`config.mk`:
```
export PLATFORM = sky130hd
export DESIGN_NAME = mc_ctrl_irq
export DESIGN_NICKNAME = d
export VERILOG_FILES = /design/src/rtl/mc_ctrl_irq.sv
export SDC_FILE = /design/constraint.sdc
export NUM_CORES = 1
export LEC_CHECK = 0
export ABC_CLOCK_PERIOD_IN_PS = 5000
export CAP_MARGIN = 30
export CORE_ASPECT_RATIO = 2
export CORE_MARGIN = 10
export CORE_UTILIZATION = 36
export DETAILED_ROUTE_END_ITERATION = 8
export PLACE_DENSITY = 0.85
export SLEW_MARGIN = 20
export SYNTH_ARGS = -nofsm -noshare
export SYNTH_HDL_FRONTEND = slang
export SYNTH_SLANG_ARGS = --single-unit
```
`constraint.sdc`:
```
create_clock -name clk -period 5 [get_ports clk]
set_clock_uncertainty 0.1 [all_clocks]
set_input_delay 1 -clock clk [delete_from_list [all_inputs] [get_ports clk]]
set_output_delay 1 -clock clk [all_outputs]
set_load 0.005 [all_outputs]
```
`src/rtl/mc_ctrl_irq.sv`:
```
// ============================================================================
//  Module      : mc_ctrl_irq
//  Description : Multicycle MIPS control FSM. Decodes the IR, sequences
//                FETCH..WB with a memory ready handshake, takes maskable
//                interrupts at instruction boundaries and drives the
//                datapath strobes and mux selects.
//  Option      : define RI_TRAP_EN to trap undecoded opcodes into EXC
//                (exc_code=10, EPC = faulting PC). Without it an undecoded
//                opcode returns to FETCH silently.
//  Revision    : 1.0  initial release
// ============================================================================
`default_nettype none

module mc_ctrl_irq #(
    parameter int NIRQ       = 6,
    parameter int EXC_CODE_W = 5
) (
    input  logic                  clk,
    input  logic                  rst,
    input  logic [31:0]           i_instr,
    input  logic                  i_zero,
    input  logic [NIRQ-1:0]       i_irq,
    input  logic [NIRQ-1:0]       i_irq_mask,
    input  logic                  i_ie,
    input  logic                  i_exl,
    input  logic                  i_mem_ready,
    output logic [3:0]            o_state,
    output logic                  o_pc_wr,
    output logic                  o_ir_wr,
    output logic                  o_reg_wr,
    output logic                  o_cp0_we,
    output logic                  o_epc_wr,
    output logic                  o_mem_req,
    output logic                  o_mem_we,
    output logic [1:0]            o_mem_size,
    output logic [1:0]            o_reg_dst,
    output logic [1:0]            o_wb_sel,
    output logic                  o_alu_src,
    output logic [2:0]            o_alu_op,
    output logic [1:0]            o_ext_op,
    output logic [2:0]            o_pc_sel,
    output logic                  o_epc_sel,
    output logic                  o_exl_set,
    output logic                  o_exl_clr,
    output logic [EXC_CODE_W-1:0] o_exc_code
);

    typedef enum logic [3:0] {
        S_FETCH  = 4'd0,
        S_DECODE = 4'd1,
        S_MADDR  = 4'd2,
        S_MREAD  = 4'd3,
        S_MWB    = 4'd4,
        S_MWRITE = 4'd5,
        S_EXE    = 4'd6,
        S_RWB    = 4'd7,
        S_BRANCH = 4'd8,
        S_JUMP   = 4'd9,
        S_INT    = 4'd10,
        S_EXC    = 4'd11
    } state_t;

    state_t r_state;

    // ------------------------------------------------------------------
    // Instruction decode (IR is stable from DECODE to the end of the
    // instruction, so it is decoded directly without a local copy)
    // ------------------------------------------------------------------
    logic [5:0] w_op;
    logic [5:0] w_funct;
    logic [4:0] w_rs;
    logic       w_rtype;
    logic       w_addu, w_subu, w_slt, w_jr;
    logic       w_ori, w_lui, w_addi, w_addiu;
    logic       w_lw, w_lh, w_lb, w_sw, w_sh, w_sb;
    logic       w_beq, w_bne, w_j, w_jal;
    logic       w_cop0, w_mfc0, w_mtc0, w_eret;
    logic       w_load, w_store, w_alu_r, w_alu_i;
    logic       w_irq_pend;
    logic [1:0] w_mem_size;
    logic [2:0] w_alu_op;
    logic [1:0] w_ext_op;
    logic       w_unused_instr;

    assign w_op    = i_instr[31:26];
    assign w_funct = i_instr[5:0];
    assign w_rs    = i_instr[25:21];
    assign w_rtype = (w_op == 6'h00);

    assign w_addu  = w_rtype && (w_funct == 6'h21);
    assign w_subu  = w_rtype && (w_funct == 6'h23);
    assign w_slt   = w_rtype && (w_funct == 6'h2A);
    assign w_jr    = w_rtype && (w_funct == 6'h08);
    assign w_addi  = (w_op == 6'h08);
    assign w_addiu = (w_op == 6'h09);
    assign w_ori   = (w_op == 6'h0D);
    assign w_lui   = (w_op == 6'h0F);
    assign w_lb    = (w_op == 6'h20);
    assign w_lh    = (w_op == 6'h21);
    assign w_lw    = (w_op == 6'h23);
    assign w_sb    = (w_op == 6'h28);
    assign w_sh    = (w_op == 6'h29);
    assign w_sw    = (w_op == 6'h2B);
    assign w_beq   = (w_op == 6'h04);
    assign w_bne   = (w_op == 6'h05);
    assign w_j     = (w_op == 6'h02);
    assign w_jal   = (w_op == 6'h03);
    assign w_cop0  = (w_op == 6'h10);
    assign w_mfc0  = w_cop0 && (w_rs == 5'h00);
    assign w_mtc0  = w_cop0 && (w_rs == 5'h04);
    assign w_eret  = w_cop0 && (w_rs == 5'h10) && (w_funct == 6'h18);

    assign w_load  = w_lw | w_lh | w_lb;
    assign w_store = w_sw | w_sh | w_sb;
    assign w_alu_r = w_addu | w_subu | w_slt;
    assign w_alu_i = w_ori | w_lui | w_addi | w_addiu;

    // Only the shift-amount/rt/rd fields are never looked at by control
    assign w_unused_instr = ^i_instr[20:6];

    // Interrupt request as seen at an instruction boundary
    assign w_irq_pend = (|(i_irq & i_irq_mask)) & i_ie & ~i_exl;

    assign w_mem_size = (w_lh | w_sh) ? 2'b01 :
                        (w_lb | w_sb) ? 2'b10 : 2'b00;

    // lui rides the add path: rs is $0 and the extender does the shift
    assign w_alu_op = w_subu ? 3'b001 :
                      w_ori  ? 3'b010 :
                      w_slt  ? 3'b011 : 3'b000;

    assign w_ext_op = w_ori ? 2'b00 :
                      w_lui ? 2'b10 : 2'b01;

    assign o_state = r_state;

    // State sequencing; the last cycle of every instruction samples irq
    always_ff @(posedge clk or posedge rst) begin
        if (rst) begin
            r_state <= S_FETCH;
        end else begin
            case (r_state)
                S_FETCH: begin
                    if (i_mem_ready) r_state <= S_DECODE;
                end
                S_DECODE: begin
                    if (w_load | w_store)            r_state <= S_MADDR;
                    else if (w_alu_r | w_alu_i)      r_state <= S_EXE;
                    else if (w_mfc0 | w_mtc0)        r_state <= S_RWB;
                    else if (w_beq | w_bne | w_jr)   r_state <= S_BRANCH;
                    else if (w_j | w_jal | w_eret)   r_state <= S_JUMP;
`ifdef RI_TRAP_EN
                    else                             r_state <= S_EXC;
`else
                    else                             r_state <= S_FETCH;
`endif
                end
                S_MADDR: begin
                    r_state <= w_load ? S_MREAD : S_MWRITE;
                end
                S_MREAD: begin
                    if (i_mem_ready) r_state <= S_MWB;
                end
                S_MWRITE: begin
                    if (i_mem_ready) r_state <= w_irq_pend ? S_INT : S_FETCH;
                end
                S_EXE: begin
                    r_state <= S_RWB;
                end
                S_MWB, S_RWB, S_BRANCH, S_JUMP: begin
                    r_state <= w_irq_pend ? S_INT : S_FETCH;
                end
                S_INT, S_EXC: begin
                    r_state <= S_FETCH;
                end
                default: begin
                    r_state <= S_FETCH;
                end
            endcase
        end
    end

    // Datapath strobes and selects; everything is forced idle while rst is high
    always_comb begin
        o_pc_wr    = 1'b0;
        o_ir_wr    = 1'b0;
        o_reg_wr   = 1'b0;
        o_cp0_we   = 1'b0;
        o_epc_wr   = 1'b0;
        o_mem_req  = 1'b0;
        o_mem_we   = 1'b0;
        o_mem_size = 2'b00;
        o_reg_dst  = 2'b00;
        o_wb_sel   = 2'b00;
        o_alu_src  = 1'b0;
        o_alu_op   = 3'b000;
        o_ext_op   = 2'b00;
        o_pc_sel   = 3'b000;
        o_epc_sel  = 1'b0;
        o_exl_set  = 1'b0;
        o_exl_clr  = 1'b0;
        o_exc_code = '0;
        if (!rst) begin
            case (r_state)
                S_FETCH: begin
                    o_mem_req = 1'b1;
                    if (i_mem_ready) begin
                        o_ir_wr  = 1'b1;
                        o_pc_wr  = 1'b1;
                        o_pc_sel = 3'b000;
                    end
                end
                S_MADDR: begin
                    o_alu_src = 1'b1;
                    o_ext_op  = 2'b01;
                    o_alu_op  = 3'b000;
                end
                S_MREAD: begin
                    o_mem_req  = 1'b1;
                    o_mem_size = w_mem_size;
                end
                S_MWB: begin
                    o_reg_wr  = 1'b1;
                    o_reg_dst = 2'b01;
                    o_wb_sel  = 2'b01;
                end
                S_MWRITE: begin
                    o_mem_req  = 1'b1;
                    o_mem_we   = 1'b1;
                    o_mem_size = w_mem_size;
                end
                S_EXE: begin
                    o_alu_src = w_alu_i;
                    o_ext_op  = w_ext_op;
                    o_alu_op  = w_alu_op;
                end
                S_RWB: begin
                    if (w_mtc0) begin
                        o_cp0_we = 1'b1;
                    end else if (w_mfc0) begin
                        o_reg_wr  = 1'b1;
                        o_wb_sel  = 2'b11;
                        o_reg_dst = 2'b01;
                    end else begin
                        o_reg_wr  = 1'b1;
                        o_reg_dst = w_alu_i ? 2'b01 : 2'b00;
                    end
                end
                S_BRANCH: begin
                    o_alu_op = 3'b001;
                    o_pc_wr  = w_beq ? i_zero : (w_bne ? ~i_zero : 1'b1);
                    o_pc_sel = w_jr ? 3'b011 : 3'b001;
                end
                S_JUMP: begin
                    o_pc_wr = 1'b1;
                    if (w_eret) begin
                        o_pc_sel  = 3'b100;
                        o_exl_clr = 1'b1;
                    end else begin
                        o_pc_sel = 3'b010;
                        if (w_jal) begin
                            o_reg_wr  = 1'b1;
                            o_reg_dst = 2'b10;
                            o_wb_sel  = 2'b10;
                        end
                    end
                end
                S_INT: begin
                    o_epc_wr   = 1'b1;
                    o_epc_sel  = 1'b0;
                    o_exl_set  = 1'b1;
                    o_exc_code = EXC_CODE_W'(0);
                    o_pc_wr    = 1'b1;
                    o_pc_sel   = 3'b101;
                end
`ifdef RI_TRAP_EN
                S_EXC: begin
                    o_epc_wr   = 1'b1;
                    o_epc_sel  = 1'b1;
                    o_exl_set  = 1'b1;
                    o_exc_code = EXC_CODE_W'(10);
                    o_pc_wr    = 1'b1;
                    o_pc_sel   = 3'b101;
                end
`endif
                default: begin
                end
            endcase
        end
    end

endmodule

`default_nettype wire

```
==> qor.yml <==
grt.overflow.total: 0
setup_slack_ns: 0.5448
clk_pin_slew_ns: 0.03
outcome: "completed"
dp.cells: 244
slew-limit-headroom_pct: 55.24
final_util_pct: 57.66
seq_area_frac_synth_pct: 9.270
power.density_nw_per_um2: 284.8
tightest_slew_ns: 0.6715
grt_max_degree: 24
yosysWarnings: 0
root_buffer: "clkbuf_8"
setup_tns_ns: 0
hpwl_mm: 3.432
die_h_um: 97.45
netlist_area_um2: 1080
leakage_uw: 0.0005640
fin_nets: 269
ant_nets: 0
gp_congestion: 0.9119
slew_violations: 0
fp-row-count: 28
ys_async_sr_fraction_pct: 100.0
die_w_um: 58.73
drc: 0
cp_max_fo: 5
max_freq_mhz: 224.5
rsz0062_at_grt: "no"
nFillCells: 289
io-pin-count: 84
largest_reg_flops: 4
wl_per_cell_um: 16.60
cts-resized-gates: 0
drive_gt1_share_pct: 8.295
holdCritStartpoint: "o_state[3]"
worstSetupPathType: "in -> out"
clkSinkCount: 4
dr.pass1.iters: 4
clockBufferDepth: 2
clk-insertion-delay-late_ns: 0.23
antenna_found_initial: 0
ys_ff_latch: 4
fin_total_pwr_uw: 477.5
layout-area-overhead-vs-synth_pct: 55.27
start_util_pct: 37.13
reg2reg_from: "o_state[1]"
io_buffer_count: 61
finalSetupViolations: 0
yosysTopAreaCellShare_pct: 9.270
cap_violations: 0
synth-edff-count: 0
synth.largest_area_cell: "dfrtp_1"
place_ws_ns: 0.5453
post-route-period-util_pct: 89.10
ys_types: 47
die-area_um2: 5723
grt_usage_pct: 14.40
vias: 1463
grt_pass1_vias: 1462
ys.flop_type: "dfrtp_1"
hold_violations: 0
htree_levels: 1
cp-startpoint: "i_instr[1]"
critical_path_arrival_ns: 3.36
cts_tree: "done"
hold_buffers: 0
grt_pass1_wl_mm: 6.886
cts_buffers: 3
syn-instance-count: 166
required_ns: 3.90
viasPerCell: 5.923
antenna_cells: 0
startpoint_type: "input pin"
avgSynthCellArea_um2: 6.505
totalWireLength_mm: 4.101
drt_iter0_drc: 62
ir_drop_uv: 178.8
instances_no_fill: 247
post_cts_buffers: 0
cp-end-kind: "output pin"
hold_path.class: "reg -> reg"
finalCriticalPeriod_ns: 4.455
netlist_top_cells_area: "dfrtp_1 (9.3%), nor3_1 (7.9%), buf_4 (7.6%)"
coreArea_um2: 2908
[cell families (layout without fill, tap and decap cells)]
family	Yosys count	after routing	share of synthesized area, %
AND/OR/NAND/NOR	98	98	52.49
AO/OA/AOI/OAI	39	39	23.87
buffers and inverters	22	67	12.40
flip-flops	4	4	9.270
XOR/XNOR	2	2	1.623
other	1	7	0.3473
[stage by stage]
step	cell area [µm²]	hold slack, ns
4_1_cts	1677	0.6817
3_3_place_gp	1635	0.6545
3_5_place_dp	1635	0.6686
6_report	1677	0.6753
2_1_floorplan	1102	0.6460
5_1_grt	1677	0.7450
[Yosys cell counts, types with 2 or more instances]
cell,n
o22ai_1,2
clkbuf_1,7
a31oi_1,2
nand3b_1,3
o32a_1,2
o2111ai_1,2
nor4_1,3
o311ai_0,2
dfrtp_1,4
nor4_4,2
and2b_2,3
buf_4,11
nand2_1,13
nor3b_1,2
a31o_2,2
nor3_1,17
a22oi_1,3
nor2_1,22
o211ai_1,2
nand3_1,5
buf_2,2
a211oi_1,2
nand4_1,4
o21ai_0,6
or3_1,2
and3_1,2
a21oi_1,11
nor2b_1,5
nand2b_1,5
[final timing paths]
kind	to	slack, ns	depth (start not counted)
max	o_exl_clr	0.54	6
min	o_state[0]	0.68	1
max reg2reg	o_state[1]	2.82	5
min reg2reg	o_state[0]	0.68	1
max in group asynchronous	o_state[0]	3.36	2
min in group asynchronous	o_state[2]	1.25	2
[critical path, stage by stage]
cell and delay (ns):
clkdlybuf4s50_1 0.44, or3_1 0.41, or2_2 0.31, or3_4 0.41, nor4_1 0.23, clkdlybuf4s50_1 0.57
[cell usage in the layout (no fill, tap or decap), types with 3 or more instances in the layout]
master and n:
dfrtp_1 4, nor2b_1 5, o21ai_0 6, conb_1 7
nor2_1 22, nor3_1 17, nand4_1 4, a22oi_1 3
nand2b_1 5, clkbuf_8 3, nor4_1 3, nand2_1 13
clkdlybuf4s50_1 61, and2b_2 3, a21oi_1 11, nand3b_1 3
nand3_1 5
[report_power, final]
group / internal [µW] / switching [µW]
Combinational: 152 / 142
Sequential: 44.2 / 67.7
Clock: 51.6 / 19.9
Total: 248 / 229
[metal layers]
metal  global-route usage, %  vias to the layer above  wire length (µm)
met2                   27.56                       80              2333
li1                        -                      703                 -
met5                       0                        -                 0
met3                   3.010                        4               253
met4                   5.329                        0                38
met1                   13.66                      676              1476
[final cells by class]
| class | count | area [µm²] | area share (%) |
|---|---|---|---|
| clock buffer | 3 | 41.29 | 2.463 |
| timing repair buffer | 63 | 625.6 | 37.31 |
| inverter | 1 | 3.754 | 0.2239 |
| multi-input combinational | 146 | 868.3 | 51.79 |
| sequential | 4 | 100.1 | 5.970 |
| tap | 30 | 37.54 | 2.239 |
No activity file was read; power rests on OpenSTA's default activity.
